### src/rtl/afifo_pkg.sv
// Shared pointer helpers for the async FIFO write and read sides.
// Functions work on a zero-extended fixed-width container, so any pointer up to PTR_MAXW bits can use them.
package afifo_pkg;

  localparam int PTR_MAXW = 16;

  typedef logic [PTR_MAXW-1:0] ptr_t;

  function automatic ptr_t bin2gray(input ptr_t b);
    return b ^ (b >> 1);
  endfunction

  // Each binary bit is the XOR of all Gray bits at or above it.
  function automatic ptr_t gray2bin(input ptr_t g);
    ptr_t b;
    b = g;
    for (int i = 1; i < PTR_MAXW; i++) begin
      b = b ^ (g >> i);
    end
    return b;
  endfunction

  // The write pointer is a full lap ahead when it equals the read pointer
  // with its two most significant Gray bits inverted (w = pointer width).
  function automatic logic gray_full(input ptr_t wgray, input ptr_t rgray, input int w);
    ptr_t flip;
    flip = ptr_t'(3) << (w - 2);
    return wgray == (rgray ^ flip);
  endfunction

endpackage

### src/rtl/afifo_wptr_full_if.sv
// Producer-side write port of the async FIFO.
// Handshake: wr_en is the request and ~full is the ready; a word is written on
// every clk edge where wr_fire (= wr_en & ~full) is high. Requests while full are dropped.
interface afifo_wptr_full_if #(
  parameter int AW = 4
);

  logic          wr_en;
  logic          wr_fire;
  logic [AW-1:0] waddr;
  logic          full;
  logic          almost_full;
  logic [AW:0]   wcount;
  logic          wr_ovf;

  modport master (
    output wr_en,
    input  wr_fire, waddr, full, almost_full, wcount, wr_ovf
  );

  modport slave (
    input  wr_en,
    output wr_fire, waddr, full, almost_full, wcount, wr_ovf
  );

endinterface

### src/rtl/afifo_gray_cnt.sv
// Enable-driven binary + Gray pointer register, shared by the write and read sides.
// bin_next/gray_next are the combinational next values, used for registered flag compares.
module afifo_gray_cnt
  import afifo_pkg::*;
#(
  parameter int W = 3
) (
  input  logic         clk,
  input  logic         srst,
  input  logic         en,
  output logic [W-1:0] bin,
  output logic [W-1:0] gray,
  output logic [W-1:0] bin_next,
  output logic [W-1:0] gray_next
);

  assign bin_next  = bin + W'(en);
  assign gray_next = W'(bin2gray(ptr_t'(bin_next)));

  always_ff @(posedge clk) begin
    if (srst) begin
      bin  <= '0;
      gray <= '0;
    end else begin
      bin  <= bin_next;
      gray <= gray_next;
    end
  end

endmodule

### src/rtl/afifo_wptr_full.sv
// Write-domain pointer and flag logic of the async FIFO.
// Flags are computed from the next write pointer against the synchronised read pointer.
module afifo_wptr_full
  import afifo_pkg::*;
#(
  parameter int AW       = 4,
  parameter int AFULL_TH = 2**AW - 1
) (
  input  logic              clk,
  input  logic              srst,
  afifo_wptr_full_if.slave  wif,
  input  logic [AW:0]       rptr_gray_sync,
  output logic [AW:0]       wptr_gray
);

  localparam logic [AW:0] AFULL_V = (AW+1)'(AFULL_TH);

  logic [AW:0] wbin;
  logic [AW:0] wbin_next;
  logic [AW:0] wgray_next;
  logic [AW:0] rbin_s;
  logic [AW:0] fill_next;
  logic        full_next;

  assign wif.wr_fire = wif.wr_en & ~wif.full;
  assign wif.waddr   = wbin[AW-1:0];

  afifo_gray_cnt #(
    .W (AW + 1)
  ) u_wptr (
    .clk       (clk),
    .srst      (srst),
    .en        (wif.wr_fire),
    .bin       (wbin),
    .gray      (wptr_gray),
    .bin_next  (wbin_next),
    .gray_next (wgray_next)
  );

  // The synchronised read pointer lags the real one, so the fill level can
  // only be overestimated: full may linger but never drops early.
  assign rbin_s    = (AW+1)'(gray2bin(ptr_t'(rptr_gray_sync)));
  assign fill_next = wbin_next - rbin_s;
  assign full_next = gray_full(ptr_t'(wgray_next), ptr_t'(rptr_gray_sync), AW + 1);

  always_ff @(posedge clk) begin
    if (srst) begin
      wif.full        <= 1'b0;
      wif.almost_full <= 1'b0;
      wif.wcount      <= '0;
      wif.wr_ovf      <= 1'b0;
    end else begin
      wif.full        <= full_next;
      wif.almost_full <= (fill_next >= AFULL_V);
      wif.wcount      <= fill_next;
      wif.wr_ovf      <= wif.wr_en & wif.full;
    end
  end

endmodule

### src/flat_wrapper.sv
// flat-port wrapper written by rule: the top's interface ports become plain ports
module afifo_wptr_full_flat import afifo_pkg::*;
#(
  parameter int AW       = 4,
  parameter int AFULL_TH = 2**AW - 1
)
  (clk, srst, rptr_gray_sync, wptr_gray, wif_wr_en, wif_wr_fire, wif_waddr, wif_full, wif_almost_full, wif_wcount, wif_wr_ovf);
  afifo_wptr_full_if #(.AW(AW)) wif_i ();
  input  logic clk;
  input  logic srst;
  input  logic [AW:0] rptr_gray_sync;
  output logic [AW:0] wptr_gray;
  input wire logic [$bits(wif_i.wr_en)-1:0] wif_wr_en;
  output wire logic [$bits(wif_i.wr_fire)-1:0] wif_wr_fire;
  output wire logic [$bits(wif_i.waddr)-1:0] wif_waddr;
  output wire logic [$bits(wif_i.full)-1:0] wif_full;
  output wire logic [$bits(wif_i.almost_full)-1:0] wif_almost_full;
  output wire logic [$bits(wif_i.wcount)-1:0] wif_wcount;
  output wire logic [$bits(wif_i.wr_ovf)-1:0] wif_wr_ovf;
  assign wif_i.wr_en = wif_wr_en;
  assign wif_wr_fire = wif_i.wr_fire;
  assign wif_waddr = wif_i.waddr;
  assign wif_full = wif_i.full;
  assign wif_almost_full = wif_i.almost_full;
  assign wif_wcount = wif_i.wcount;
  assign wif_wr_ovf = wif_i.wr_ovf;
  afifo_wptr_full #(.AW(AW), .AFULL_TH(AFULL_TH)) u_core (.clk(clk), .srst(srst), .wif(wif_i), .rptr_gray_sync(rptr_gray_sync), .wptr_gray(wptr_gray));
endmodule
### config.mk
export PLATFORM = sky130hd
export DESIGN_NAME = afifo_wptr_full_flat
export DESIGN_NICKNAME = d
export VERILOG_FILES = /design/src/rtl/afifo_pkg.sv /design/src/rtl/afifo_wptr_full_if.sv /design/src/rtl/afifo_gray_cnt.sv /design/src/rtl/afifo_wptr_full.sv /design/src/flat_wrapper.sv
export SDC_FILE = /design/constraint.sdc
export NUM_CORES = 1
export LEC_CHECK = 0
export BUFFER_PORTS_ARGS = -buffer_cell sky130_fd_sc_hd__clkbuf_2
export CORE_ASPECT_RATIO = 1.75
export CORE_UTILIZATION = 30
export DETAILED_ROUTE_END_ITERATION = 8
export GPL_TIMING_DRIVEN = 0
export HOLD_SLACK_MARGIN = 0.15
export MAX_ROUTING_LAYER = met4
export PLACE_DENSITY = 0.62
export SYNTH_ARGS = -nofsm -noshare
export SYNTH_HDL_FRONTEND = slang
export SYNTH_SLANG_ARGS = --single-unit
### constraint.sdc
create_clock -name clk -period 5.2 [get_ports clk]
set_input_delay 1.04 -clock clk [delete_from_list [all_inputs] [get_ports clk]]
set_output_delay 1.04 -clock clk [all_outputs]
set_load 0.01 [all_outputs]
==> flow_metrics.env, run 1 <==
export IMPL_r2r_end="u_core.wif.almost_full$_SDFF_PP0_"
export IMPL_final_period_utilization_pct=61.2
export IMPL_fillers=285
export IMPL_place_area_sq_um=1010
export IMPL_syn_inst=85
export IMPL_tightest_slew_ns=0.450
export IMPL_rsz0062_at_grt="no"
export IMPL_boundaryPins=26
export IMPL_wire_per_inst_microns=11.7
export IMPL_multi_input_area_sq_um=488
export IMPL_grt_max_degree=11
export IMPL_power_density_nw_per_um2=331
export IMPL_synth_area_leader_cell="dfxtp_1"
export IMPL_ys_warnings_count=0
export IMPL_max_freq_mhz=314
export IMPL_cts_clk_slew_worst_paths_ns=0.07
export IMPL_gp_congestion=0.790
export IMPL_end_kind="flop"
export IMPL_critPathKind="in -> reg"
export IMPL_min_period_ns=3.18
export IMPL_yosys_area_top_type_share_pct=39.7
export IMPL_vdd_drop_max_uv=104
export IMPL_yosys_top_cells_count="17 x dfxtp_1, 13 x nor2_1, 12 x xor2_1, 6 x ha_1, 6 x inv_1"
export IMPL_regArea_sq_um=340
export IMPL_grt_ovfl_total=0
export IMPL_area_growth_pct=23.3
export IMPL_htree_levels=1
export IMPL_hold_buffers=0
export IMPL_fin_skew_ns=0.00704
export IMPL_path_max_fanout=3
export IMPL_report_final_slew_viol_count=0
export IMPL_max_cap_violations=0
export IMPL_drc=0
export IMPL_synth_main_ff_cell="dfxtp_1"
export IMPL_dpl_worst_slack_ns=1.72
export IMPL_layout_nets=129
export IMPL_ys_types=23
export IMPL_cp_required_ns=5.38
export IMPL_clock_sinks=17
export IMPL_grt_pass1_wl_microns=2670
export IMPL_core_area_sq_um=2720
export IMPL_dieArea_sq_um=3090
export IMPL_hp_class="reg -> reg"
export IMPL_async_reset_ff_share_pct=0
export IMPL_relSlewSlack_pct=70.0
export IMPL_dpl_hpwl_microns=1330
export IMPL_synth_edff_count=0
export IMPL_die_height_microns=72.8
export IMPL_clkLatencyLatePin_ns=0.25
export IMPL_avgSynthCellArea_sq_um=10.1
export IMPL_fin_area_sq_um=1060
export IMPL_yosysMostFrequentCell="dfxtp_1"
export IMPL_cts_buffers=3
export IMPL_reg2regPathDepth=8
export IMPL_rr_startpoint="u_core.wif.full$_SDFF_PP0_"
export IMPL_setup_viol=0
export IMPL_viasPerCell=4.77
export IMPL_layout_drive_gt1_share_pct=29.2
export IMPL_p_total_w=0.000350
export IMPL_port_buffers=24
export IMPL_placementRows=25
export IMPL_start_util_pct=31.5
export IMPL_critPathLaunch="rptr_gray_sync[3]"
export IMPL_root_buffer="clkbuf_8"
export IMPL_cts_resized=0
export IMPL_ys_ff_latch=17
export IMPL_cts_tree="yes"
export IMPL_max_clock_path_buffers=2
export IMPL_antenna_cells=0
export IMPL_dr_first_iter_drc_count=6
export IMPL_p_leak_nw=0.531
export IMPL_worst_ep_arrival_time_ns=3.36
export IMPL_die_x_microns=42.4
export IMPL_worst_hold_slack_ns=0.462
export IMPL_final_setup_tns_ns=0
export IMPL_synthTopCellsByArea="dfxtp_1 40%, xor2_1 12%, ha_1 8.7%, nor2_1 5.7%, xnor2_1 4.1%"
export IMPL_setup_ws_ns=2.02
export IMPL_vias=668
export IMPL_status="completed"
export IMPL_grt_use_total_pct=11.9
export IMPL_grt_pass1_vias=639
export IMPL_seq_area_frac_synth_pct=39.7
export IMPL_antenna_found_initial=0
export IMPL_cp_start_kind="input port"
export IMPL_post_cts_setup_buffers=0
export IMPL_ant_nets=0
export IMPL_synth_nets=100
export IMPL_routed_wl_microns=1640
export IMPL_ff2ff_setup_slack_ns=2.78
export IMPL_finalHoldViolations=0
export IMPL_endpoint="u_core.wif.almost_full$_SDFF_PP0_"
export IMPL_dr_pass1_iters=4
export IMPL_syn_area_sq_um=858
[stage by stage]
stage          instances  util (%)
2_1_floorplan         85         -
3_3_place_gp         136      37.2
3_5_place_dp         136      37.2
4_1_cts              140      38.9
5_1_grt              140      38.9
6_report             140      38.9
[where the power goes]
| part | internal [W] | switching, W |
|---|---|---|
| clock | 0.0000531 | 0.0000449 |
| sequential | 0.000146 | 0.00000470 |
| combinational | 0.0000458 | 0.0000557 |
| total | 0.000245 | 0.000105 |
[per-layer routing]
metal | GRT usage [%] | up-vias | wire, microns
li1 | - | 330 | -
met1 | 10.9 | 315 | 617
met2 | 22.2 | 18 | 915
met3 | 1.73 | 5 | 54
met4 | 7.29 | 0 | 55
met5 | - | - | 0
[registers in the layout, indices dropped and copies added (netlist names)]
signal,cells
u_core.wif.wr_ovf,1
u_core.wif.almost_full,1
u_core.wif.full,1
u_core.wif.wcount,5
u_core.u_wptr.gray,4
u_core.u_wptr.bin,5
[layout by cell type (no fill, tap or decap), drive strengths merged, types with 2 or more instances in the layout]
master  count
dfxtp      17
clkbuf     29
xnor2       5
a21oi       5
xor2       14
nor2b       3
ha          6
nand3       2
inv         6
a21o        2
nor2       13
[cells by family after synthesis]
logic type	Yosys count	share of synthesized area [%]
flops	17	39.7
fa+ha+maj	7	11.1
compound gates	9	7.14
simple gates	24	14.0
xor+xnor	20	24.6
buf+inv	8	3.50
[worst max-delay path: stages]
cell and delay, ns:
clkbuf_2 0.11, xnor2_2 0.26, xor2_2 0.20, xor2_1 0.29, xnor2_1 0.11, ha_1 0.22
fa_1 0.44, xor2_1 0.18, or4_1 0.40, o22ai_1 0.12
[worst min-delay path by stage]
stage	slack, ns	startpoint	endpoint	depth (start not counted)
global route	0.48	u_core.wif.full$_SDFF_PP0_	u_core.wif.wr_ovf$_SDFF_PP0_	2
finish	0.46	u_core.wif.full$_SDFF_PP0_	u_core.wif.wr_ovf$_SDFF_PP0_	2
floorplan	0.47	u_core.wif.full$_SDFF_PP0_	u_core.wif.wr_ovf$_SDFF_PP0_	2
detailed placement	0.45	u_core.wif.full$_SDFF_PP0_	u_core.wif.wr_ovf$_SDFF_PP0_	2
CTS	0.46	u_core.wif.full$_SDFF_PP0_	u_core.wif.wr_ovf$_SDFF_PP0_	2
global placement	0.44	u_core.wif.full$_SDFF_PP0_	u_core.wif.wr_ovf$_SDFF_PP0_	2
[layout make-up]
cell class              count  area share [%]
flip-flops and latches     17            32.2
well taps                  27            3.19
repair buffers             24            11.3
clock inverters             1           0.473
inverters                   6            2.13
clock buffers               3            3.90
plain buffers               2           0.709
multi-input cells          60            46.1
(Power assumes the default switching activity.)
==> run 2: changes to the inputs <==
--- a/config.mk
+++ b/config.mk
@@ -12,7 +12,7 @@
 export GPL_TIMING_DRIVEN = 0
 export HOLD_SLACK_MARGIN = 0.15
 export MAX_ROUTING_LAYER = met4
-export PLACE_DENSITY = 0.62
+export PLACE_DENSITY = 0.64
 export SYNTH_ARGS = -nofsm -noshare
 export SYNTH_HDL_FRONTEND = slang
 export SYNTH_SLANG_ARGS = --single-unit
==> constraint.sdc (replaced) <==
create_clock -name clk -period 2.9 [get_ports clk]
set_input_delay 0.58 -clock clk [delete_from_list [all_inputs] [get_ports clk]]
set_output_delay 0.58 -clock clk [all_outputs]
set_load 0.01 [all_outputs]
==> run 2 against run 1 <==
  * First-iteration DRC count rose to 2.8 times the previous value
  * Largest cell class unchanged
  * Via count fell by 0.45%
  * Combinational power rose by 78%
  * Largest power group unchanged
  * Critical path type unchanged
  * Highest routed layer unchanged
  * Non-clock buffer count did not move
  * Clock-buffer cell count rose by 1
  * Global-route usage rose by 0.98 points
==> flow_metrics.env, run 2 (synthesized netlist as in run 1, its figures left out) <==
export IMPL_cts_clk_slew_worst_paths_ns=0.07
export IMPL_report_final_slew_viol_count=0
export IMPL_die_x_microns=42.4
export IMPL_path_buf_inv=1
export IMPL_cp_cell_sequence="clkbuf_2, xnor2_2, xor2_2, xor2_1, xnor2_1, ha_1, fa_1, or4_1, o22ai_1"
export IMPL_ant_nets=0
export IMPL_finalHoldViolations=0
export IMPL_htree_levels=1
export IMPL_dpl_hpwl_microns=1320
export IMPL_utilization_pct=38.9
export IMPL_antenna_cells=0
export IMPL_wire_per_inst_microns=12.0
export IMPL_clkLatencyLatePin_ns=0.26
export IMPL_cp_start_kind="input port"
export IMPL_final_period_utilization_pct=93.0
export IMPL_max_cap_violations=0
export IMPL_p_total_w=0.000632
export IMPL_vdd_drop_max_uv=212
export IMPL_hold_buffers=0
export IMPL_min_period_ns=2.70
export IMPL_critPathKind="in -> reg"
export IMPL_cts_buffers=3
export IMPL_fillers=281
export IMPL_final_common_cell="clkbuf_2"
export IMPL_cpPeakStageDelay_ns=0.52
export IMPL_vias=665
export IMPL_layout_drive_gt1_share_pct=28.3
export IMPL_final_setup_tns_ns=0
export IMPL_placementRows=25
export IMPL_worst_ep_arrival_time_ns=2.88
export IMPL_setup_ws_ns=0.203
export IMPL_drc=0
export IMPL_hp_class="reg -> reg"
export IMPL_root_buffer="clkbuf_8"
export IMPL_routed_wl_microns=1680
export IMPL_dr_pass1_iters=4
export IMPL_grt_max_degree=11
export IMPL_relSlewSlack_pct=70.9
export IMPL_crit_path_top_delay_cell="or4_1"
export IMPL_viasPerCell=4.75
export IMPL_start_util_pct=31.5
export IMPL_cts_tree="yes"
export IMPL_power_density_nw_per_um2=598
export IMPL_antenna_found_initial=0
export IMPL_grt_ovfl_total=0
export IMPL_setup_viol=0
export IMPL_fin_skew_ns=0.00199
export IMPL_tightest_slew_ns=0.437
export IMPL_boundaryPins=26
export IMPL_area_growth_pct=23.2
export IMPL_port_buffers=24
export IMPL_final_cell_mix="24 x clkbuf_2, 17 x dfxtp_1, 13 x nor2_1"
export IMPL_path_max_fanout=3
export IMPL_end_kind="flop"
export IMPL_cp_required_ns=3.09
export IMPL_die_height_microns=72.8
export IMPL_grt_pass1_vias=640
export IMPL_gp_congestion=0.836
export IMPL_status="completed"
export IMPL_dpl_worst_slack_ns=-0.0847
export IMPL_max_freq_mhz=371
export IMPL_max_clock_path_buffers=2
export IMPL_post_cts_setup_buffers=0
export IMPL_layout_nets=129
export IMPL_dr_first_iter_drc_count=17
export IMPL_core_area_sq_um=2720
export IMPL_top_regs="u_core.u_wptr.bin: 5 flops, u_core.wif.wcount: 5 flops, u_core.u_wptr.gray: 4 flops"
export IMPL_crit_family="XOR/XNOR gates"
export IMPL_grt_pass1_wl_microns=2740
export IMPL_cts_resized=0
export IMPL_dieArea_sq_um=3090
export IMPL_clock_sinks=17
export IMPL_p_leak_nw=0.528
export IMPL_grt_use_total_pct=12.9
export IMPL_rsz0062_at_grt="no"
-- run 2: through the flow --
step,hold slack (ns),area (sq um),cells
2_1_floorplan,0.473,858,85
3_3_place_gp,0.446,1010,136
3_5_place_dp,0.446,1010,136
4_1_cts,0.457,1060,140
5_1_grt,0.479,1060,140
6_report,0.451,1060,140
-- run 2: tightest hold or removal path, stage by stage, from the launching register on --
cell and delay [ns]:
dfxtp_1 0.32, nand2_1 0.06, nor2_1 0.03
-- run 2: final timing paths --
check / startpoint / end / slack, ns / cells past startpoint
max: rptr_gray_sync[3] / u_core.wif.almost_full$_SDFF_PP0_ / 0.20 / 9
min: u_core.wif.full$_SDFF_PP0_ / u_core.wif.wr_ovf$_SDFF_PP0_ / 0.45 / 2
min reg2reg: u_core.wif.full$_SDFF_PP0_ / u_core.wif.wr_ovf$_SDFF_PP0_ / 0.45 / 2
max reg2reg: u_core.wif.full$_SDFF_PP0_ / u_core.wif.almost_full$_SDFF_PP0_ / 0.49 / 8
-- run 2: layer usage --
layer	wire, microns	GRT usage (%)	vias to the layer above
met4	106	14.6	0
met3	67	1.98	6
met1	656	12.8	308
met5	0	-	-
met2	850	19.7	22
li1	-	-	329
-- run 2: final cells by class --
cell class                 instances  area (sq um)  area share [%]
clock buffer                       4          45.0            4.26
sequential                        17           340            32.2
buffer                             2          7.51           0.710
tap                               27          33.8            3.20
multi-input combinational         60           488            46.2
inverter                           6          22.5            2.13
timing repair buffer              24           120            11.4
-- run 2: power breakdown --
group | total (W) | internal [W] | switching (W) | leakage [nW]
registers | 0.000270 | 0.000262 | 0.00000848 | 0.139
clock network | 0.000182 | 0.0000978 | 0.0000842 | 0.0228
logic | 0.000180 | 0.0000820 | 0.0000981 | 0.366
total | 0.000632 | 0.000441 | 0.000191 | 0.528
